## config.mk

```make
export PLATFORM = sky130hd
export DESIGN_NAME = uart_tx_arbiter_flat
export DESIGN_NICKNAME = d
export VERILOG_FILES = /design/src/rtl/uart_tx_arbiter_if.sv /design/src/rtl/uart_tx_arbiter.sv /design/src/flat_wrapper.sv
export SDC_FILE = /design/constraint.sdc
export NUM_CORES = 1
export LEC_CHECK = 0
export ABC_AREA = 1
export BUFFER_PORTS_ARGS = -buffer_cell sky130_fd_sc_hd__clkbuf_2
export CORE_MARGIN = 1.5
export CORE_UTILIZATION = 50
export CTS_BUF_LIST = sky130_fd_sc_hd__clkbuf_8
export CTS_CLUSTER_SIZE = 20
export DETAILED_ROUTE_END_ITERATION = 10
export PLACE_DENSITY = 0.76
export SLEW_MARGIN = 5
export SYNTH_ARGS = -nofsm -noshare
export SYNTH_HDL_FRONTEND = slang
export SYNTH_SLANG_ARGS = --single-unit
```

## constraint.sdc

```tcl
create_clock -name clk -period 6 [get_ports clk]
set_input_delay 0.6 -clock clk [delete_from_list [all_inputs] [get_ports clk]]
set_output_delay 0.6 -clock clk [all_outputs]
set_load 0.02 [all_outputs]
```

## src/rtl/uart_tx_arbiter_if.sv

```systemverilog
// Requester / transmitter side bundle of the shared UART TX arbiter.
// master = byte producers plus transmitter status, slave = the arbiter.
interface uart_tx_arbiter_if #(
  parameter int NUM_REQ = 4
);
  logic [NUM_REQ-1:0]      req;
  logic [NUM_REQ-1:0][7:0] req_byte;
  logic [NUM_REQ-1:0]      grant;
  logic [2:0]              grant_id;
  logic                    busy;
  logic                    timeout;
  logic                    tx_dv;
  logic [7:0]              tx_byte;
  logic                    tx_active;
  logic                    tx_done;

  modport master (
    output req, req_byte, tx_active, tx_done,
    input  grant, grant_id, busy, timeout, tx_dv, tx_byte
  );

  modport slave (
    input  req, req_byte, tx_active, tx_done,
    output grant, grant_id, busy, timeout, tx_dv, tx_byte
  );
endinterface

```

## src/rtl/uart_tx_arbiter.sv

```systemverilog
// Round-robin arbiter sharing one UART transmitter between NUM_REQ byte
// producers, with optional inter-byte gap and a done-watchdog.
module uart_tx_arbiter #(
  parameter int NUM_REQ      = 4,
  parameter int GAP_CLKS     = 0,
  parameter int TIMEOUT_CLKS = 0
) (
  input logic              clk,
  input logic              rst,
  uart_tx_arbiter_if.slave bus
);
  localparam logic [1:0]  IDLE      = 2'd0;
  localparam logic [1:0]  ISSUE     = 2'd1;
  localparam logic [1:0]  WAIT_DONE = 2'd2;
  localparam logic [1:0]  GAP       = 2'd3;
  localparam logic [15:0] GAP_LAST  = 16'(GAP_CLKS - 1);
  localparam logic [15:0] TO_LAST   = 16'(TIMEOUT_CLKS - 1);
  localparam logic [2:0]  PTR_RST   = 3'(NUM_REQ - 1);

  logic [1:0]         state;
  logic [2:0]         ptr;
  logic               done_q;
  logic [15:0]        wd_cnt;
  logic [15:0]        gap_cnt;
  logic [NUM_REQ-1:0] grant;
  logic [2:0]         grant_id;
  logic               timeout;
  logic               tx_dv;
  logic [7:0]         tx_byte;

  logic [7:0]         req_pad;
  logic [7:0][7:0]    byte_pad;
  logic [3:0]         cand;
  logic [2:0]         win;
  logic               win_ok;
  logic [NUM_REQ-1:0] win_oh;
  logic               done_edge;
  logic               can_grant;

  // Search upward from ptr+1 with wrap; cand < 2*NUM_REQ so one subtract wraps.
  always_comb begin
    req_pad                   = '0;
    req_pad[NUM_REQ-1:0]      = bus.req;
    byte_pad                  = '0;
    byte_pad[NUM_REQ-1:0]     = bus.req_byte;
    cand   = '0;
    win    = '0;
    win_ok = 1'b0;
    for (int i = 1; i <= NUM_REQ; i++) begin
      cand = {1'b0, ptr} + 4'(i);
      if (cand >= 4'(NUM_REQ)) cand = cand - 4'(NUM_REQ);
      if (!win_ok && req_pad[cand[2:0]]) begin
        win_ok = 1'b1;
        win    = cand[2:0];
      end
    end
    win_oh = '0;
    for (int k = 0; k < NUM_REQ; k++) win_oh[k] = (win == 3'(k));
  end

  // done_q resets high so a done level left over from before reset is not an edge.
  assign done_edge = bus.tx_done & ~done_q;
  assign can_grant = win_ok & ~bus.tx_active & ~bus.tx_done;

  always_ff @(posedge clk) begin
    if (rst) begin
      state    <= IDLE;
      ptr      <= PTR_RST;
      done_q   <= 1'b1;
      wd_cnt   <= '0;
      gap_cnt  <= '0;
      grant    <= '0;
      grant_id <= '0;
      timeout  <= 1'b0;
      tx_dv    <= 1'b0;
      tx_byte  <= '0;
    end else begin
      done_q  <= bus.tx_done;
      grant   <= '0;
      tx_dv   <= 1'b0;
      timeout <= 1'b0;
      case (state)
        IDLE: begin
          if (can_grant) begin
            tx_dv    <= 1'b1;
            tx_byte  <= byte_pad[win];
            grant    <= win_oh;
            grant_id <= win;
            ptr      <= win;
            state    <= ISSUE;
          end
        end
        ISSUE: begin
          wd_cnt <= '0;
          state  <= WAIT_DONE;
        end
        WAIT_DONE: begin
          // A done edge takes priority over a watchdog expiry in the same cycle.
          if (done_edge) begin
            gap_cnt <= '0;
            state   <= (GAP_CLKS != 0) ? GAP : IDLE;
          end else if (TIMEOUT_CLKS != 0) begin
            if (wd_cnt == TO_LAST) begin
              timeout <= 1'b1;
              state   <= IDLE;
            end else begin
              wd_cnt <= wd_cnt + 16'd1;
            end
          end
        end
        GAP: begin
          if (gap_cnt == GAP_LAST) state <= IDLE;
          else                     gap_cnt <= gap_cnt + 16'd1;
        end
        default: state <= IDLE;
      endcase
    end
  end

  assign bus.grant    = grant;
  assign bus.grant_id = grant_id;
  assign bus.busy     = (state != IDLE);
  assign bus.timeout  = timeout;
  assign bus.tx_dv    = tx_dv;
  assign bus.tx_byte  = tx_byte;
endmodule

```

## src/flat_wrapper.sv

```systemverilog
// flat-port wrapper written by rule: the top's interface ports become plain ports
module uart_tx_arbiter_flat 
#(
  parameter int NUM_REQ      = 4,
  parameter int GAP_CLKS     = 0,
  parameter int TIMEOUT_CLKS = 0
)
  (clk, rst, bus_req, bus_req_byte, bus_tx_active, bus_tx_done, bus_grant, bus_grant_id, bus_busy, bus_timeout, bus_tx_dv, bus_tx_byte);
  uart_tx_arbiter_if #(.NUM_REQ(NUM_REQ)) bus_i ();
  input logic clk;
  input logic rst;
  input wire logic [$bits(bus_i.req)-1:0] bus_req;
  input wire logic [$bits(bus_i.req_byte)-1:0] bus_req_byte;
  input wire logic [$bits(bus_i.tx_active)-1:0] bus_tx_active;
  input wire logic [$bits(bus_i.tx_done)-1:0] bus_tx_done;
  output wire logic [$bits(bus_i.grant)-1:0] bus_grant;
  output wire logic [$bits(bus_i.grant_id)-1:0] bus_grant_id;
  output wire logic [$bits(bus_i.busy)-1:0] bus_busy;
  output wire logic [$bits(bus_i.timeout)-1:0] bus_timeout;
  output wire logic [$bits(bus_i.tx_dv)-1:0] bus_tx_dv;
  output wire logic [$bits(bus_i.tx_byte)-1:0] bus_tx_byte;
  assign bus_i.req = bus_req;
  assign bus_i.req_byte = bus_req_byte;
  assign bus_i.tx_active = bus_tx_active;
  assign bus_i.tx_done = bus_tx_done;
  assign bus_grant = bus_i.grant;
  assign bus_grant_id = bus_i.grant_id;
  assign bus_busy = bus_i.busy;
  assign bus_timeout = bus_i.timeout;
  assign bus_tx_dv = bus_i.tx_dv;
  assign bus_tx_byte = bus_i.tx_byte;
  uart_tx_arbiter #(.NUM_REQ(NUM_REQ), .GAP_CLKS(GAP_CLKS), .TIMEOUT_CLKS(TIMEOUT_CLKS)) u_core (.clk(clk), .rst(rst), .bus(bus_i));
endmodule
```

## Word-level counts from Yosys, hierarchy flattened

Index checks and enable logic that the tools add are counted.

- Add/subtract/negate cells: 9
- $lt $le $gt $ge: 9
- Equal/unequal tests: 11
- Mux-type cells: 30
- Bitwise gates (word level): 8
- Reduce and logical (&&, ||, !) cells: 15

Operator list:

| kind | count |
|---|---|
| 16-bit 2-to-1 mux | 2 |
| 16-bit one-hot mux with 2 select lines | 1 |
| 8-bit binary-select mux with 3-bit select | 1 |
| 3-bit 2-to-1 mux | 8 |
| 3-bit by 4-bit less-than comparator with 1-bit output, second input constant | 5 |
| 16-bit by 1-bit adder with 16-bit output, second input constant | 1 |
| 16-bit equality test, second input constant | 1 |
| 4-bit by 3-bit greater-or-equal comparator with 1-bit output, second input constant | 4 |
| 1-bit binary-select mux with 3-bit select | 4 |
| 3-bit subtractor, second input constant | 4 |
| 1-bit 2-to-1 mux | 9 |
| 3-bit by 2-bit adder with 4-bit output, second input constant | 2 |
| 8-bit 2-to-1 mux | 1 |
| 2-bit one-hot mux with 4 select lines | 1 |
| 3-bit by 2-bit equality test with 1-bit output, second input constant | 2 |
| 2-bit 2-to-1 mux | 3 |
| 2-bit by 1-bit != test with 1-bit output, second input constant | 3 |
| 3-bit AND reduction | 2 |
| 1-bit NOT | 5 |
| 3-bit by 1-bit adder with 4-bit output, second input constant | 1 |
| 3-bit by 3-bit adder with 4-bit output, second input constant | 1 |
| 2-bit equality test, second input constant | 2 |
| 2-bit nonzero test | 2 |
| 1-bit AND | 3 |
| 10 further kinds | 14 |

- Register bits: 38
- Logic and storage cells: 90

## Longest topological paths before layout

Gate-level depths: netlist (run 1).

- Depth in word-level cells: 19
- Gate-level depth with buffers: 18
- Gate-level depth less buffers: 16

## Least setup slack after synthesis (run 1)

Ideal clock, no wire load.

- Path type: reg-to-reg
- Start point: reg u_core.ptr[0]
- End point: reg u_core.tx_byte[5], in the netlist u_core.bus.tx_byte[5]
- Library setup time: 109 ps
- Arrival time: 2,002 ps
- Data required time: 5,891 ps
- Slack: 3,889 ps
- Cell stages (with the launch flop): 18
- Period minus slack after synthesis: 2,111 ps
- Cell sequence: dfxtp_1 -> buf_6 -> inv_4 -> ha_1 -> inv_1 -> nand3_2 -> nand3_4 -> o21ai_4 -> inv_2 -> nand2_8 -> nand2_8 -> buf_6 -> nand2_2 -> nand2_1 -> nand2_1 -> nand3_1 -> nand2_1 -> inv_1

- Word-level cells in the longest chain between the ends: 18
- Elaborated cells between the ends (all ways): 43
- Classes of those cells: add/sub: 8; order compare: 4; mux: 22; bitwise: 2; reduce/logical: 7

RTL lines:

| element | RTL line | RTL |
|---|---|---|
| start: declaration | uart_tx_arbiter.sv:21 | `logic [2:0] ptr;` |
| start signal: assignment | uart_tx_arbiter.sv:89 | `ptr <= win;` |
| branches (longest 18 deep; another with 3-bit by 1-bit adder with 4-bit output) | - |  |
| end signal: assignment | uart_tx_arbiter.sv:86 | `tx_byte <= byte_pad[win];` |
| end: declaration | uart_tx_arbiter.sv:29 | `logic [7:0] tx_byte;` |

Several ways; the timed one is not identified. The select of a mux whose other input is x is not followed.
A chain may end at the register's enable or synchronous reset.

## Worst setup path in the final report (run 1)

- Start point: reg u_core.ptr[0]
- End point: reg u_core.tx_byte[3], in the netlist u_core.bus.tx_byte[3]

Same word-level chain as after synthesis.

==> run metrics, run 1 <==
Final Power 694 uW; Placed Area 2450 sq um; core area 4090 sq um; total track usage 21.6%; # IOs 58; Synth async-reset ratio 0%; die width 68.7 um; CTS root buf clkbuf_8; Nets 413; CP delay by family, top simple AND/OR/NAND/NOR gates; Worst VDD drop 0.000148 V; area delta synth->final 17.0%; worst min path class flop to flop; R2R setup slack 3.30 ns; Slew Limit Fails 0; Final period util 44.9%; Worst Setup Path Type flop to flop; Routed Antenna Nets 0; Synth top area share 34.3%; CP max stage delay 0.64 ns; worst-case clock buffer depth 2; Max Fclk 371 MHz; I/O Buffers 56; commonest cells after routing, fill and taps aside 70 x nand2_1, 56 x clkbuf_2, 46 x nor2_1; Final Cell Area 2530 sq um; Num CTS Buffers 5; Final setup viols 0; Worst Tran Pin Value 0.635 ns; status finished clean; yosys warns 0; Crit Path Max Fanout 21; WL final 4.74 mm; hold_buf cts 0; vias per cell 5.06; max cap viols 0; Final TNS setup 0 ns; CTS HTree Levels 2; Synth cell types 34; CP startpoint kind flop; post_cts resized 0; Synth area leaders dfxtp_1 34%, nand2_1 12%, nand3_1 9.5%; Setup crit end kind flop; GR Overflow Total 0; number of enable flip-flop cells after synthesis 0; worst path cell trace inv_4, ha_1, inv_1, nand3_1, nand3_4, nand4_4, nand3_1, inv_1, nand2_1, nor2_1, nor2_1; DIE AREA 4720 sq um; most common cell after layout, fill and taps aside nand2_1; First DRT Iteration DRCs 124; largest net degree at the start of global routing 22; clock-pin slew on the worst setup and hold paths 0.07 ns; # DRC 0; HPWL after DPL 3.78 mm; Slew Limit Headroom 57.5%; area leader, netlist dfxtp_1; n_diodes 0; ys flop type dfxtp_1; Worst-Skew Late Latency 0.29 ns; CTS tree built; initial antenna violation count 0; # rows 23; Seq/Total Area, Yosys 34.3%; Synth Register Bits 37; clock sink total 37; Crit path buffers/inverters 3; CP required 6.17 ns; synthesized area per cell 6.88 sq um; Layout Cells excl Fill 421; minimum clock period 2.70 ns; routed length per instance 11.3 um; Mapped Nets 357; Initial Utilization 52.8%; Cell Area, Synth 2160 sq um; Die Y 68.7 um; RSZ-0062 raised after global routing false; first-pass GRT wire length 7.71 mm; post-CTS setup buffers 0; final hold violations 0; PD cells 275 nW/um^2; GP Congestion 0.782; Slowest cell on crit path dfxtp_1; share of layout cells above drive strength 1 24.5%; Post-Place Cells 413; vias post-DR 2132; drt pass-1 iters 4; Lkg Pwr 0.00119 uW; Syn Inst Count 314; Critical Path AT 2.87 ns; Final Skew 0.00672 ns; vias in the first global route 1820; Hold WS 0.473 ns; Fillers 387
-- where the power goes --
group          switching [uW]  internal [uW]  leakage (uW)
clock network            80.8           77.3     0.0000519
logic                     177           89.3      0.000836
registers                10.7            259      0.000301
total                     269            425       0.00119
-- worst min-delay path, cell delays in order, from the launching register on --
cell     delay [ns]
dfxtp_1        0.31
nand2_1        0.06
a21oi_1        0.06
-- per-layer routing --
layer | GRT usage, % | vias to the layer above | share of wire, %
met1 | 29.1 | 933 | 48
li1 | - | 1135 | -
met3 | 5.68 | 4 | 6.0
met5 | 0 | - | 0
met4 | 3.92 | 0 | 0.65
met2 | 35.1 | 60 | 45
-- per-stage QoR --
step / worst slack (ns) / utilization [%]
4_1_cts: 3.29 / 61.8
3_5_place_dp: 3.30 / 59.9
2_1_floorplan: 3.89 / -
6_report: 3.30 / 61.8
3_3_place_gp: 3.42 / 59.9
5_1_grt: 3.05 / 61.8
-- flip-flops by register name, summed over array words and instances (netlist names) --
| name | cells |
|---|---|
| u_core.gap_cnt | 16 |
| u_core.bus.tx_byte | 8 |
| u_core.bus.grant | 4 |
| u_core.bus.grant_id | 3 |
| u_core.ptr | 2 |
| u_core.state | 2 |
| u_core.bus.tx_dv | 1 |
| u_core.done_q | 1 |
-- cells by family (layout without fill, tap and decap cells) --
kind of cell,Yosys count,in the layout,synth area share [%]
compound gates,35,35,9.91
xor+xnor,1,1,0.406
fa+ha+maj,3,3,1.74
buf+inv,40,97,8.52
flops,37,37,34.3
other cells,1,1,0.174
simple gates,197,197,45.0
-- worst paths after layout --
path                                       start                                   to  depth (start not counted)
max reg2reg           u_core.ptr[0]$_SDFFE_PP1P_   u_core.bus.tx_byte[3]$_SDFFE_PP0P_                         11
min reg2reg  u_core.bus.grant_id[0]$_SDFFE_PP0P_  u_core.bus.grant_id[0]$_SDFFE_PP0P_                          2
max                   u_core.ptr[0]$_SDFFE_PP1P_   u_core.bus.tx_byte[3]$_SDFFE_PP0P_                         11
min          u_core.bus.grant_id[0]$_SDFFE_PP0P_  u_core.bus.grant_id[0]$_SDFFE_PP0P_                          2
-- cells in the mapped netlist (6+ instances only) --
cell type / n
nand3_1: 41
nand2_2: 9
nand4_1: 6
o21ai_0: 17
dfxtp_1: 37
inv_1: 28
nand2_1: 70
nor2_1: 46
nor3_1: 10
a21oi_1: 11
-- layout make-up --
type	count	area [sq um]	share of cell area, %
clock buffers	5	68.8	2.72
clock inverters	3	11.3	0.446
inverters	33	129	5.10
multi-input cells	237	1230	48.9
flip-flops and latches	37	741	29.3
well taps	50	62.6	2.48
repair buffers	56	280	11.1
(Power assumes the default switching activity.)
==> run 2, diff against run 1 <==
- clock period: 6 -> 2.67 ns (I/O delays scaled with it)
==> run 2 against run 1 <==
Effect of this change:
- critical path depth unchanged
- cell area grew 2.7%
- flip-flop and latch count unchanged
- global-route usage grew 0.59 points
- highest routed layer unchanged
- die area unchanged
- via count rose by 1.1%
- non-clock buffer count rose by 3
- clock power rose to 3.2 times the previous value
- clock skew is 0.0027 ns higher
- setup slack got worse by 3.0 ns
- sequential power up 120%
==> run metrics, run 2 (same netlist as run 1, synthesis figures left out) <==
Worst VDD drop 0.000415 V; Setup crit end kind flop; n_diodes 0; CTS root buf clkbuf_8; Die Y 68.7 um; CTS tree built; Routed Antenna Nets 0; Largest register FFs 16; die width 68.7 um; RSZ-0062 raised after global routing false; worst path cell trace inv_2, ha_1, inv_1, nand3_1, nand3_4, nand4_4, nand3_1, inv_1, buf_4, nand2_1, o211ai_1; Biggest register u_core.gap_cnt; Final period util 88.0%; Placed Area 2470 sq um; first-pass GRT wire length 7.90 mm; Initial Utilization 52.8%; vias per cell 5.08; Num CTS Buffers 5; initial antenna violation count 0; Final setup viols 0; minimum clock period 2.35 ns; clock sink total 37; vias post-DR 2156; final hold violations 0; CP max stage delay 0.46 ns; CP startpoint kind flop; Layout Cells excl Fill 424; Nets 416; Lkg Pwr 0.00121 uW; commonest cells after routing, fill and taps aside 70 x nand2_1, 56 x clkbuf_2, 46 x nor2_1; GR Overflow Total 0; Slowest cell on crit path dfxtp_1; I/O Buffers 56; routed length per instance 11.1 um; Post-Place Cells 416; Worst Setup Path Type flop to flop; most common cell after layout, fill and taps aside nand2_1; clock-pin slew on the worst setup and hold paths 0.07 ns; Critical Path AT 2.55 ns; core area 4090 sq um; area delta synth->final 20.2%; Final Skew 0.00937 ns; total track usage 22.2%; # IOs 58; vias in the first global route 1853; WL final 4.70 mm; GP Congestion 0.861; # DRC 0; PD cells 663 nW/um^2; First DRT Iteration DRCs 110; worst-case clock buffer depth 2; share of layout cells above drive strength 1 25.9%; largest net degree at the start of global routing 22; Final Cell Area 2590 sq um; # rows 23; Max Fclk 426 MHz; hold_buf cts 0; Crit Path Max Fanout 21; Slew Limit Fails 0; CP required 2.87 ns; drt pass-1 iters 4; CTS HTree Levels 2; max cap viols 0; Final TNS setup 0 ns; biggest regs u_core.gap_cnt (16), u_core.bus.tx_byte (8), u_core.bus.grant (4); DIE AREA 4720 sq um; HPWL after DPL 3.61 mm; worst min path class primary input to flop; status finished clean; Worst-Skew Late Latency 0.29 ns
-- run 2: cell count changes in the layout (fill, tap and decap cells not counted), sizes merged --
cell	before	now
buf	0	3
bufinv	0	1
clkbuf	61	62
clkinvlp	0	1
inv	36	33
-- run 2: final timing paths --
path / startpoint / endpoint / slack (ns) / cells past startpoint
max: u_core.ptr[1]$_SDFFE_PP1P_ / u_core.ptr[0]$_SDFFE_PP1P_ / 0.32 / 11
min: bus_tx_done / u_core.done_q$_SDFF_PP1_ / 0.21 / 2
max reg2reg: u_core.ptr[1]$_SDFFE_PP1P_ / u_core.ptr[0]$_SDFFE_PP1P_ / 0.32 / 11
min reg2reg: u_core.bus.grant_id[0]$_SDFFE_PP0P_ / u_core.bus.grant_id[0]$_SDFFE_PP0P_ / 0.47 / 2
-- run 2: layer usage --
metal	share of wire (%)	GRT usage, %
met2	47	36.9
met3	4.8	6.66
met1	47	28.2
met5	0	0
met4	0.87	5.15
-- run 2: worst max-delay path, delay by kind of cell (launching register included) --
family / cells / cell delay (ns)
AO/OA/AOI/OAI: 1 / 0.13
adder cells (fa/ha/maj): 1 / 0.37
buffers and inverters: 4 / 0.55
flip-flops: 1 / 0.46
AND/OR/NAND/NOR: 5 / 0.74
-- run 2: repair_timing --
action,4_1_cts,5_1_grt
setup buffers,0,0
setup endpoints to repair,0,2
hold endpoints to repair,0,0
gates resized for setup,0,1
-- run 2: metrics by stage --
stage	hold WS, ns	setup slack, ns	total power, uW	utilization (%)
floorplan	0.351	0.559	1110	-
global placement	0.459	0.377	1210	60.4
detailed placement	0.457	0.280	1220	60.4
CTS	0.201	0.276	1730	63.4
global route	0.207	0.0624	1840	63.5
finish	0.207	0.321	1720	63.5
-- run 2: area by class of cell --
| type | instances | area (sq um) |
|---|---|---|
| fillers | 370 | 1490 |
| multi-input cells | 237 | 1240 |
| flip-flops and latches | 37 | 741 |
| repair buffers | 59 | 303 |
| inverters | 33 | 129 |
| clock buffers | 6 | 82.6 |
| well taps | 50 | 62.6 |
| clock inverters | 2 | 37.5 |
-- run 2: report_power, final --
part | total [uW] | internal, uW | switching (uW)
logic | 615 | 208 | 407
clock network | 505 | 304 | 202
registers | 600 | 581 | 18.8
==> run 3, diff against run 2 <==
- CORE_UTILIZATION: 50 -> 40
- PLACE_DENSITY: 0.76 -> not set
==> run 3 against run 2 <==
Effect of this change:
- cell area up 1.8%
- non-clock buffer count is 1 higher
- highest routed layer unchanged
- sequential power about the same
- register-to-register slack lost 0.03 ns
- flip-flop and latch count unchanged
- critical path depth increased by 2
==> run metrics, run 3 (same netlist as run 1, synthesis figures left out) <==
Largest register FFs 16; HPWL after DPL 3.89 mm; status finished clean; first-pass GRT wire length 8.87 mm; Register Area 741 sq um; initial antenna violation count 0; power share of the clock group 32.0%; First DRT Iteration DRCs 127; CP startpoint kind flop; vias per cell 4.80; Routed Antenna Nets 0; Fillers 550; multi-input combinational cell area 1240 sq um; Layout Cells excl Fill 445; Lkg Pwr 0.00123 uW; largest net degree at the start of global routing 22; Worst-Skew Late Latency 0.29 ns; Nets 417; Final Cell Area 2640 sq um; Max Fclk 421 MHz; Final period util 89.1%; Sw Ratio 35.3%; beginning of the critical path u_core.ptr[1]$_SDFFE_PP1P_; # rows 26; GP Congestion 0.863; CTS root buf clkbuf_8; biggest regs u_core.gap_cnt (16), u_core.bus.tx_byte (8), u_core.bus.grant (4); total track usage 18.8%; Comb power frac 34.5%; Setup crit end kind flop; Seq pwr share 33.5%; hold_buf cts 0; Initial Utilization 42.0%; area delta synth->final 22.3%; Biggest register u_core.gap_cnt; R2R setup slack 0.29 ns; Final Skew 0.00734 ns; reg-to-reg endpoint u_core.bus.tx_byte[1]$_SDFFE_PP0P_; minimum clock period 2.38 ns; Crit Path Max Fanout 10; share of layout cells above drive strength 1 26.1%; commonest cells after routing, fill and taps aside 70 x nand2_1, 56 x clkbuf_2, 46 x nor2_1; Slew Limit Fails 0; Final setup viols 0; Worst VDD drop 0.000321 V; Hold WS 0.229 ns; Worst Setup Path Type flop to flop; worst min path class primary input to flop; vias in the first global route 1956; GR Util met2 29.6%; CTS HTree Levels 2; R2R depth 13; Critical Path AT 2.56 ns; setup ws final 0.292 ns; n_diodes 0; # IOs 58; Final TNS setup 0 ns; clock-pin slew on the worst setup and hold paths 0.07 ns; GR Overflow Total 0; max cap viols 0; CTS tree built; met1 usage in global routing 25.1%; WL final 5.16 mm; DIE AREA 5850 sq um; CP required 2.85 ns; P_int 1160 uW; Num CTS Buffers 5; crit path capture u_core.bus.tx_byte[1]$_SDFFE_PP0P_; vias post-DR 2137; Post-Place Cells 437; routed length per instance 11.6 um; die width 76.5 um; PD cells 680 nW/um^2; net switching power 634 uW; core area 5140 sq um; I/O Buffers 56; # DRC 0; worst-case clock buffer depth 2; met3 GRT Util 5.27%; GR peak layer met2; drt pass-1 iters 4; Die Y 76.5 um; RSZ-0062 raised after global routing false; Placed Area 2500 sq um; most common cell after layout, fill and taps aside nand2_1; origin of the critical flop-to-flop path u_core.ptr[1]$_SDFFE_PP1P_; final hold violations 0; worst slack at placement 0.264 ns; clock sink total 37
-- run 3: worst min path at each step --
stage | startpoint | cells past startpoint | end
2_1_floorplan | rst | 1 | u_core.bus.tx_dv$_SDFF_PP0_
3_3_place_gp | u_core.gap_cnt[10]$_SDFFE_PP0P_ | 2 | u_core.gap_cnt[10]$_SDFFE_PP0P_
3_5_place_dp | u_core.gap_cnt[10]$_SDFFE_PP0P_ | 2 | u_core.gap_cnt[10]$_SDFFE_PP0P_
4_1_cts | bus_tx_done | 2 | u_core.done_q$_SDFF_PP1_
5_1_grt | bus_tx_done | 2 | u_core.done_q$_SDFF_PP1_
6_report | bus_tx_done | 2 | u_core.done_q$_SDFF_PP1_
-- run 3: through the flow --
stage          util, %  total power (uW)
2_1_floorplan        -              1110
3_3_place_gp      48.7              1220
3_5_place_dp      48.7              1230
4_1_cts           51.3              1810
5_1_grt           51.4              1920
6_report          51.4              1800
-- run 3: layer usage --
layer / wire [um] / vias up
li1: - / 1138
met1: 2510 / 933
met2: 2330 / 61
met3: 284 / 5
met4: 42 / 0
met5: 0 / -
-- run 3: area by class of cell --
| type | instances | area share, % |
|---|---|---|
| inverter | 33 | 4.88 |
| multi-input combinational | 237 | 46.9 |
| clock buffer | 5 | 2.61 |
| timing repair buffer | 60 | 11.7 |
| sequential | 37 | 28.0 |
| clock inverter | 3 | 2.46 |
| tap | 70 | 3.32 |
-- run 3: power by group through the flow --
stage / sequential [uW] / combinational [uW] / clock (uW)
final: 601 / 620 / 575
after global routing: 604 / 695 / 619
after CTS: 601 / 619 / 587
after detailed placement: 613 / 615 / 0
after global placement: 614 / 609 / 0
after floorplan: 635 / 475 / 0
-- run 3: timing repair --
action / CTS / global route
endpoints found under the setup margin: 0 / 1
setup buffers: 0 / 0
gates resized for setup: 0 / 1
-- run 3: critical path, cell delays in order, from the launching register on --
cell and delay (ns):
dfxtp_1 0.45, inv_2 0.11, ha_1 0.36, inv_1 0.13, nand3_1 0.14, nand3_4 0.14, o21ai_4 0.10, nand2_4 0.15
a21boi_4 0.31, nor2_1 0.09, nand2_1 0.06, nand2_1 0.04, nor2_1 0.14, nor2_1 0.05
